### src/rtl/cam_pkg.sv
// Shared definitions for the camera capture front end: output format codes,
// byte-phase state type and pixel format conversion helpers.
package cam_pkg;

    localparam logic [1:0] MODE_RGB332 = 2'd0;
    localparam logic [1:0] MODE_RGB565 = 2'd1;
    localparam logic [1:0] MODE_GRAY   = 2'd2;

    typedef enum logic {PH_LO, PH_HI} phase_t;

    function automatic logic [7:0] rgb565_to_332(input logic [15:0] p);
        return {p[15:13], p[10:8], p[4:3]};
    endfunction

    // Mode 3 is an alias of RGB332, so it falls through to the default arm.
    function automatic logic [15:0] convert_pixel(input logic [1:0] mode, input logic [15:0] p);
        logic [15:0] r;
        case (mode)
            MODE_RGB565: r = p;
            MODE_GRAY:   r = {8'h00, p[7:0]};
            default:     r = {8'h00, rgb565_to_332(p)};
        endcase
        return r;
    endfunction

endpackage

### src/rtl/cam_sync_edge.sv
// Registers the camera sync lines and produces VSYNC-rise / HREF-fall pulses
// relative to the previous sample.
module cam_sync_edge (
    input  logic CLK,
    input  logic RES,
    input  logic HREF,
    input  logic VSYNC,
    output logic vs_rise,
    output logic href_fall
);

    logic last_vsync;
    logic last_href;

    always_ff @(posedge CLK) begin
        if (RES) begin
            last_vsync <= 1'b0;
            last_href  <= 1'b0;
        end else begin
            last_vsync <= VSYNC;
            last_href  <= HREF;
        end
    end

    assign vs_rise   = VSYNC & ~last_vsync;
    assign href_fall = last_href & ~HREF;

endmodule

### src/rtl/cam_pixel_decimator.sv
// Camera byte-pair assembler with format conversion and X/Y decimation.
// Optional line/frame length checking is enabled by defining CAM_LINE_CHECK_EN.
module cam_pixel_decimator
    import cam_pkg::*;
#(
    parameter int X_W     = 15,
    parameter int DECIM_X = 1,
    parameter int DECIM_Y = 1,
    parameter int EXP_W   = 176,
    parameter int EXP_H   = 144
) (
    input  logic           CLK,
    input  logic           RES,
    input  logic [7:0]     D,
    input  logic           HREF,
    input  logic           VSYNC,
    input  logic [1:0]     MODE,
    output logic [15:0]    PIXEL,
    output logic           SAMP_RDY,
    output logic           SOF,
    output logic [X_W-1:0] x_out,
    output logic [X_W-1:0] y_out,
    output logic [7:0]     FRAME_CNT,
    output logic           LINE_ERR,
    output logic           FRAME_ERR
);

    localparam int SHX = $clog2(DECIM_X);
    localparam int SHY = $clog2(DECIM_Y);
    localparam logic [X_W-1:0] AXIS_MAX = '1;
    localparam logic [X_W-1:0] MASK_X   = X_W'(DECIM_X - 1);
    localparam logic [X_W-1:0] MASK_Y   = X_W'(DECIM_Y - 1);

    if (DECIM_X < 1 || DECIM_X > 8 || (DECIM_X & (DECIM_X - 1)) != 0 ||
        DECIM_Y < 1 || DECIM_Y > 8 || (DECIM_Y & (DECIM_Y - 1)) != 0 ||
        EXP_W < 1 || EXP_H < 1) begin : g_bad_param
        $error("cam_pixel_decimator: illegal parameter value");
    end

    logic           vs_rise;
    logic           href_fall;
    phase_t         phase;
    logic [7:0]     lo_q;
    logic [1:0]     mode_q;
    logic           armed;
    logic           sof_pend;
    logic           line_seen;
    logic           y_sat;
    logic [X_W-1:0] raw_x;
    logic [X_W-1:0] raw_y;
    logic           keep;

    cam_sync_edge u_sync (
        .CLK       (CLK),
        .RES       (RES),
        .HREF      (HREF),
        .VSYNC     (VSYNC),
        .vs_rise   (vs_rise),
        .href_fall (href_fall)
    );

    // A pixel on a saturated axis is dropped rather than aliased onto the last index.
    assign keep = ((raw_x & MASK_X) == '0) && ((raw_y & MASK_Y) == '0) &&
                  (raw_x != AXIS_MAX) && !y_sat;

    always_ff @(posedge CLK) begin
        if (RES) begin
            phase     <= PH_LO;
            lo_q      <= 8'h00;
            mode_q    <= MODE_RGB332;
            armed     <= 1'b0;
            sof_pend  <= 1'b0;
            line_seen <= 1'b0;
            y_sat     <= 1'b0;
            raw_x     <= '0;
            raw_y     <= '0;
            PIXEL     <= 16'h0000;
            SAMP_RDY  <= 1'b0;
            SOF       <= 1'b0;
            x_out     <= '0;
            y_out     <= '0;
            FRAME_CNT <= 8'h00;
        end else begin
            SAMP_RDY <= 1'b0;
            SOF      <= 1'b0;
            if (vs_rise) begin
                if (line_seen) FRAME_CNT <= FRAME_CNT + 8'd1;
                raw_x     <= '0;
                raw_y     <= '0;
                phase     <= PH_LO;
                mode_q    <= MODE;
                armed     <= 1'b1;
                sof_pend  <= 1'b1;
                line_seen <= 1'b0;
                y_sat     <= 1'b0;
            end else if (href_fall) begin
                if (armed) begin
                    line_seen <= 1'b1;
                    if (raw_y == AXIS_MAX) y_sat <= 1'b1;
                    else                   raw_y <= raw_y + 1'b1;
                end
                raw_x <= '0;
                phase <= PH_LO;
            end else if (HREF && armed && !VSYNC) begin
                case (phase)
                    PH_LO: begin
                        lo_q  <= D;
                        phase <= PH_HI;
                    end
                    PH_HI: begin
                        phase <= PH_LO;
                        if (raw_x != AXIS_MAX) raw_x <= raw_x + 1'b1;
                        if (keep) begin
                            PIXEL    <= convert_pixel(mode_q, {D, lo_q});
                            x_out    <= raw_x >> SHX;
                            y_out    <= raw_y >> SHY;
                            SAMP_RDY <= 1'b1;
                            SOF      <= sof_pend;
                            sof_pend <= 1'b0;
                        end
                    end
                    default: phase <= PH_LO;
                endcase
            end
        end
    end

`ifdef CAM_LINE_CHECK_EN
    localparam logic [X_W-1:0] EXP_W_V = X_W'(EXP_W);
    localparam logic [X_W-1:0] EXP_H_V = X_W'(EXP_H);

    // Checks mirror the counter priority: a VSYNC rise masks a coincident HREF fall.
    always_ff @(posedge CLK) begin
        if (RES) begin
            LINE_ERR  <= 1'b0;
            FRAME_ERR <= 1'b0;
        end else if (vs_rise) begin
            if (armed && raw_y != EXP_H_V) FRAME_ERR <= 1'b1;
        end else if (href_fall && armed && raw_x != EXP_W_V) begin
            LINE_ERR <= 1'b1;
        end
    end
`else
    assign LINE_ERR  = 1'b0;
    assign FRAME_ERR = 1'b0;
`endif

endmodule

### config.mk
export PLATFORM = sky130hd
export DESIGN_NAME = cam_pixel_decimator
export DESIGN_NICKNAME = d
export VERILOG_FILES = /design/src/rtl/cam_pkg.sv /design/src/rtl/cam_sync_edge.sv /design/src/rtl/cam_pixel_decimator.sv
export SDC_FILE = /design/constraint.sdc
export NUM_CORES = 1
export LEC_CHECK = 0
export BUFFER_PORTS_ARGS = -buffer_cell sky130_fd_sc_hd__buf_2
export CORE_MARGIN = 4
export CORE_UTILIZATION = 50
export CTS_BUF_LIST = sky130_fd_sc_hd__clkbuf_4 sky130_fd_sc_hd__clkbuf_8
export DETAILED_ROUTE_END_ITERATION = 10
export GPL_ROUTABILITY_DRIVEN = 1
export HOLD_SLACK_MARGIN = 0.06
export PLACE_DENSITY_LB_ADDON = 0.15
export REMOVE_ABC_BUFFERS = 1
export SLEW_MARGIN = 25
export SYNTH_ARGS = -nofsm -noshare
export SYNTH_HDL_FRONTEND = slang
export SYNTH_SLANG_ARGS = --single-unit
### constraint.sdc
create_clock -name CLK -period 3.7 [get_ports CLK]
set_clock_uncertainty 0.2 [all_clocks]
set_input_delay 0.185 -clock CLK [delete_from_list [all_inputs] [get_ports CLK]]
set_output_delay 0.185 -clock CLK [all_outputs]
set_load 0.005 [all_outputs]
Word level (Yosys, flattened, before mapping)
Index checks and enable logic that the tools add are counted.

Register bits: 103. Output and inout port bits: 58.

Add/sub/neg operators: 3. Eq/ne operators: 5. Mux-type cells: 8. Bitwise operators: 10. Reduce and logical (&&, ||, !) cells: 20.

Operators with widths (count): one-hot mux 16 bit (2 select lines) (1); adder 15 x 1 -> 15 bit (second input constant) (2); == test 15 bit (second input constant) (1); != test 15 bit (second input constant) (1); AND reduction 3 bit (3); adder 8 x 1 -> 8 bit (second input constant) (1); NOT 1 bit (8); AND reduction 4 bit (2); two-way mux 1 bit (6); nonzero test 2 bit (3); OR reduction 6 bit (1); AND reduction 5 bit (1); OR reduction 5 bit (1); AND reduction 2 bit (2); logical AND 1 bit (3); OR reduction 3 bit (1); AND 1 bit (2); == test 2 x 1 -> 1 bit (second input constant) (1); == test 2 bit (second input constant) (1); zero test 1 bit (2); != test 2 x 1 -> 1 bit (second input constant) (1); one-hot mux 1 bit (2 select lines) (1); OR reduction 2 bit (1).

Logic depth before layout (Yosys ltp)
Word-level depth: 7. Depth in mapped cells: 8.

By module
A second synthesis with hierarchy kept.

Cells, all modules: 535. Area total of the unflattened synthesis: 4795.8 um^2.

Modules (own cells, without submodules): cam_pixel_decimator (instances 1, cells an instance 529, area an instance 4725.8 um^2); cam_sync_edge (instances 1, cells an instance 6, area an instance 70.1 um^2).

Least setup slack after synthesis
No wires, ideal clock.

Path kind: register to register. From: reg raw_x[0]. To: reg x_out[0]. Setup time: 0.132 ns. Arrival: 1.819 ns. Path slack: 1.549 ns. Stages on the path, launching flop included: 9. Buffers on the path: 3. Cells stage by stage: dfxtp_1 ha_1 nand4_2 or4_1 clkbuf_1 buf_4 buf_6 nand3_1 a21oi_1.

Cells in the longest elaborated chain, start to end: 3.

RTL lines: from (decl) (line cam_pixel_decimator.sv:49) `logic [X_W-1:0] raw_x;`; from (signal assigned) (line cam_pixel_decimator.sv:112) `if (raw_x != AXIS_MAX) raw_x <= raw_x + 1'b1;`; != test 15 bit (line cam_pixel_decimator.sv:64) `(raw_x != AXIS_MAX) && !y_sat;`; logical AND 1 bit (line cam_pixel_decimator.sv:64); AND reduction 5 bit (no line); to (signal assigned) (line cam_pixel_decimator.sv:115) `x_out <= raw_x >> SHX;`; to (decl) (line cam_pixel_decimator.sv:21) `output logic [X_W-1:0] x_out,`.

Several ways; a longest one is shown, not always the timed one. A chain may end at the register's enable or synchronous reset.

Worst setup path after layout
From: reg raw_x[0]. To: reg y_out[13].

Cells in the longest elaborated chain, start to end: 3.

RTL lines: != test 15 bit (line cam_pixel_decimator.sv:64); logical AND 1 bit (line cam_pixel_decimator.sv:64); AND reduction 5 bit (no line); to (signal assigned) (line cam_pixel_decimator.sv:116) `y_out <= raw_y >> SHY;`; to (decl) (line cam_pixel_decimator.sv:22) `output logic [X_W-1:0] y_out,`.

No other way between the ends.

==> results.toml <==
[run_status]
outcome = "finished, final reports clean"

[route]
ant_nets = 0
drc = 0
vias = 4120
drt_iter0_drc = 182
drtPass1Iterations = 4
viasPerCell = 5.82
postRouteWirelength_mm = 10.7
wl_per_cell_um = 15.2

[clocking]
clock_insertion_delay_worst_skew_ns = 0.36
clockBufferDepth = 2
clockRootBuffer = "clkbuf_8"
clkTransAtPathRegs_ns = 0.09
cts_tree = "built"
clkSinkCount = 103
cts_htree_levels = 3
post-cts-setup-buffers = 0
cts_buffers = 9

[floorplanning]
dieArea_um2 = 10400
die_x_um = 102
core_um2 = 8680
io_pins = 72
core.rowCount = 34
die_y_um = 102
start_util = 0.509

[power_and_ir_drop]
vdd_drop_max_uv = 185
p_sw_frac = 0.213
p_per_area_nw_per_um2 = 384
p_leak_nw = 1.85
power_frac_seq = 0.567
p_clk_frac = 0.392
p_comb_frac = 0.041
finalPower_w = 0.00198
internal-power_w = 0.00156
power.net_switching_w = 0.000420

[critical_path]
critPathRequiredTime_ns = 3.73
startpoint_type = "register"
crit_fanout = 28
cp_top_family = "simple AND/OR/NAND/NOR gates"
arrival_ns = 2.85
end_kind = "register"
worst-path-buf-inv = 1
critPathMaxStageDelay_ns = 1.03
crit_type = "reg -> reg"
crit_chain = "ha_1 -> nand4_2 -> or4_1 -> buf_4 -> nand3_1 -> a21oi_1"
slowest_stage = "or4_1"

[cells_and_area]
post-route-util = 0.592
num_antenna_cells = 0
multi_input_area_um2 = 2160
seqCellArea_um2 = 2060
fillerInstances = 811
area_delta_synth_final_pct = 16.2
nNetsFinal = 615
drive_gt1_frac = 0.165

[sta]
rsz0062_at_grt = "false"
hold_violations = 0
worst_pin_slew_ns = 1.00
finalMaxSlewViolations = 0
period_minus_slack_ns = 2.82
slew_headroom = 0.333
setup-violations-final = 0
period_share = 0.762
max_freq_mhz = 355
fin_setup_tns_ns = 0

[global_routing]
grt.overflow.total = 0
grt_pass1_vias = 3897
antenna_found_initial = 0
grt_usage = 0.209
grt_first_pass_wirelength_mm = 17.9
grt_max_degree = 57

[logic_synthesis]
syn-cell-area_um2 = 4420
async_flop_share = 0
ys_warn_count = 0
synth_edf_count = 0
synthDistinctLibCells = 46
synth.avg_cell_area_um2 = 8.20
ys_seq_area_frac = 0.466
synth_seq_cells = 103
synthCells = 539
synth-main-ff-cell = "dfxtp_1"

[place]
dp_hpwl_mm = 7.15
portBuffers = 69
place.gp.congestion = 0.850

[hold_path]
hold_path_class = "reg -> reg"

[run]
drv_cap = 0
## placed cells by master (no fill, tap or decap), drive strengths merged, types with 5 or more instances in the layout
cell	count
nand3	42
nor3	21
nand2	43
nor4	8
ha	5
o21ai	68
nand4	18
dlygate4sd3	13
nor2	28
dfxtp	103
or4	6
buf	76
clkbuf	12
or3	12
inv	8
a21oi	74
o31ai	5
o41ai	6
## kinds of logic after synthesis
logic type / Yosys count / synth area share
buffers and inverters: 52 / 0.0507
muxes: 4 / 0.00906
AOI/OAI and AO/OA: 169 / 0.210
adders and majority gates: 5 / 0.0142
xor gates and xnor gates: 6 / 0.0119
and+or+nand+nor: 199 / 0.237
other: 1 / 0.000848
DFF: 103 / 0.466
## path summary, 6_finish.rpt
path / startpoint / endpoint / slack (ns) / cells past startpoint
hold reg to reg: lo_q[2]$_SDFFE_PP0P_ / lo_q[2]$_SDFFE_PP0P_ / 0.26 / 2
setup reg to reg: raw_x[0]$_SDFFE_PP0P_ / y_out[13]$_SDFFE_PP0P_ / 0.88 / 6
hold / removal: lo_q[2]$_SDFFE_PP0P_ / lo_q[2]$_SDFFE_PP0P_ / 0.26 / 2
setup / recovery: raw_x[0]$_SDFFE_PP0P_ / y_out[13]$_SDFFE_PP0P_ / 0.88 / 6
## cell usage after synthesis, types with 5 or more instances
master | n | area share
ha_1 | 5 | 0.014
clkbuf_1 | 32 | 0.027
o31ai_1 | 5 | 0.0085
nand2_1 | 43 | 0.037
or3_1 | 12 | 0.017
nand4_1 | 17 | 0.024
dfxtp_1 | 103 | 0.47
o21ai_0 | 68 | 0.077
nor4_1 | 6 | 0.0085
nand3_1 | 42 | 0.048
or4_1 | 6 | 0.010
inv_1 | 8 | 0.0068
nor2_1 | 28 | 0.024
o41ai_1 | 6 | 0.012
nor3_1 | 21 | 0.024
a21oi_1 | 74 | 0.084
buf_2 | 5 | 0.0057
## metal layers
layer,vias up,global-route usage,part of all wire,wire [um]
li1,2079,-,-,-
met1,1937,0.270,0.44,4690
met5,-,0,0,0
met3,11,0.0389,0.055,594
met4,0,0.0535,0.011,113
met2,93,0.360,0.50,5330
## tightest hold or removal path: cells and delay by family (launching register included)
kind	cells	cell delay, ns
DFF	1	0.31
and+or+nand+nor	1	0.05
AOI/OAI and AO/OA	1	0.05
## what timing repair did
action,4_1_cts,5_1_grt
endpoints found under the hold margin,38,0
resized for setup,0,0
hold buffers,13,0
## through the flow
step	setup WS (ns)	std cells	hold slack (ns)	instance area [um2]
6_report	0.881	708	0.258	5140
5_1_grt	0.759	708	0.293	5140
4_1_cts	0.911	708	0.258	5130
3_5_place_dp	0.912	680	0.240	4780
3_3_place_gp	1.01	680	0.224	4780
2_1_floorplan	0.146	496	0.0541	4230
## final cells by class
class,instances,share of cell area
clock buffers,12,0.0297
well taps,108,0.0263
multi-input cells,385,0.421
repair buffers,89,0.103
clock inverters,3,0.0131
flip-flops and latches,103,0.401
inverters,8,0.00584
## power by group through the flow
stage / logic [W] / registers (W) / clock network (W)
3_5_place_dp: 0.0000701 / 0.00115 / 0
5_1_grt: 0.0000903 / 0.00112 / 0.000832
3_3_place_gp: 0.0000691 / 0.00115 / 0
6_report: 0.0000805 / 0.00112 / 0.000775
4_1_cts: 0.0000808 / 0.00112 / 0.000796
2_1_floorplan: 0.0000351 / 0.00115 / 0
## sequential cells by signal (all words and copies together), names as in the netlist, 2 cells and up
signal / cells
FRAME_CNT: 8
PIXEL: 16
lo_q: 8
mode_q: 2
raw_x: 15
raw_y: 15
x_out: 15
y_out: 15
Power figures use the tool's default switching activity.
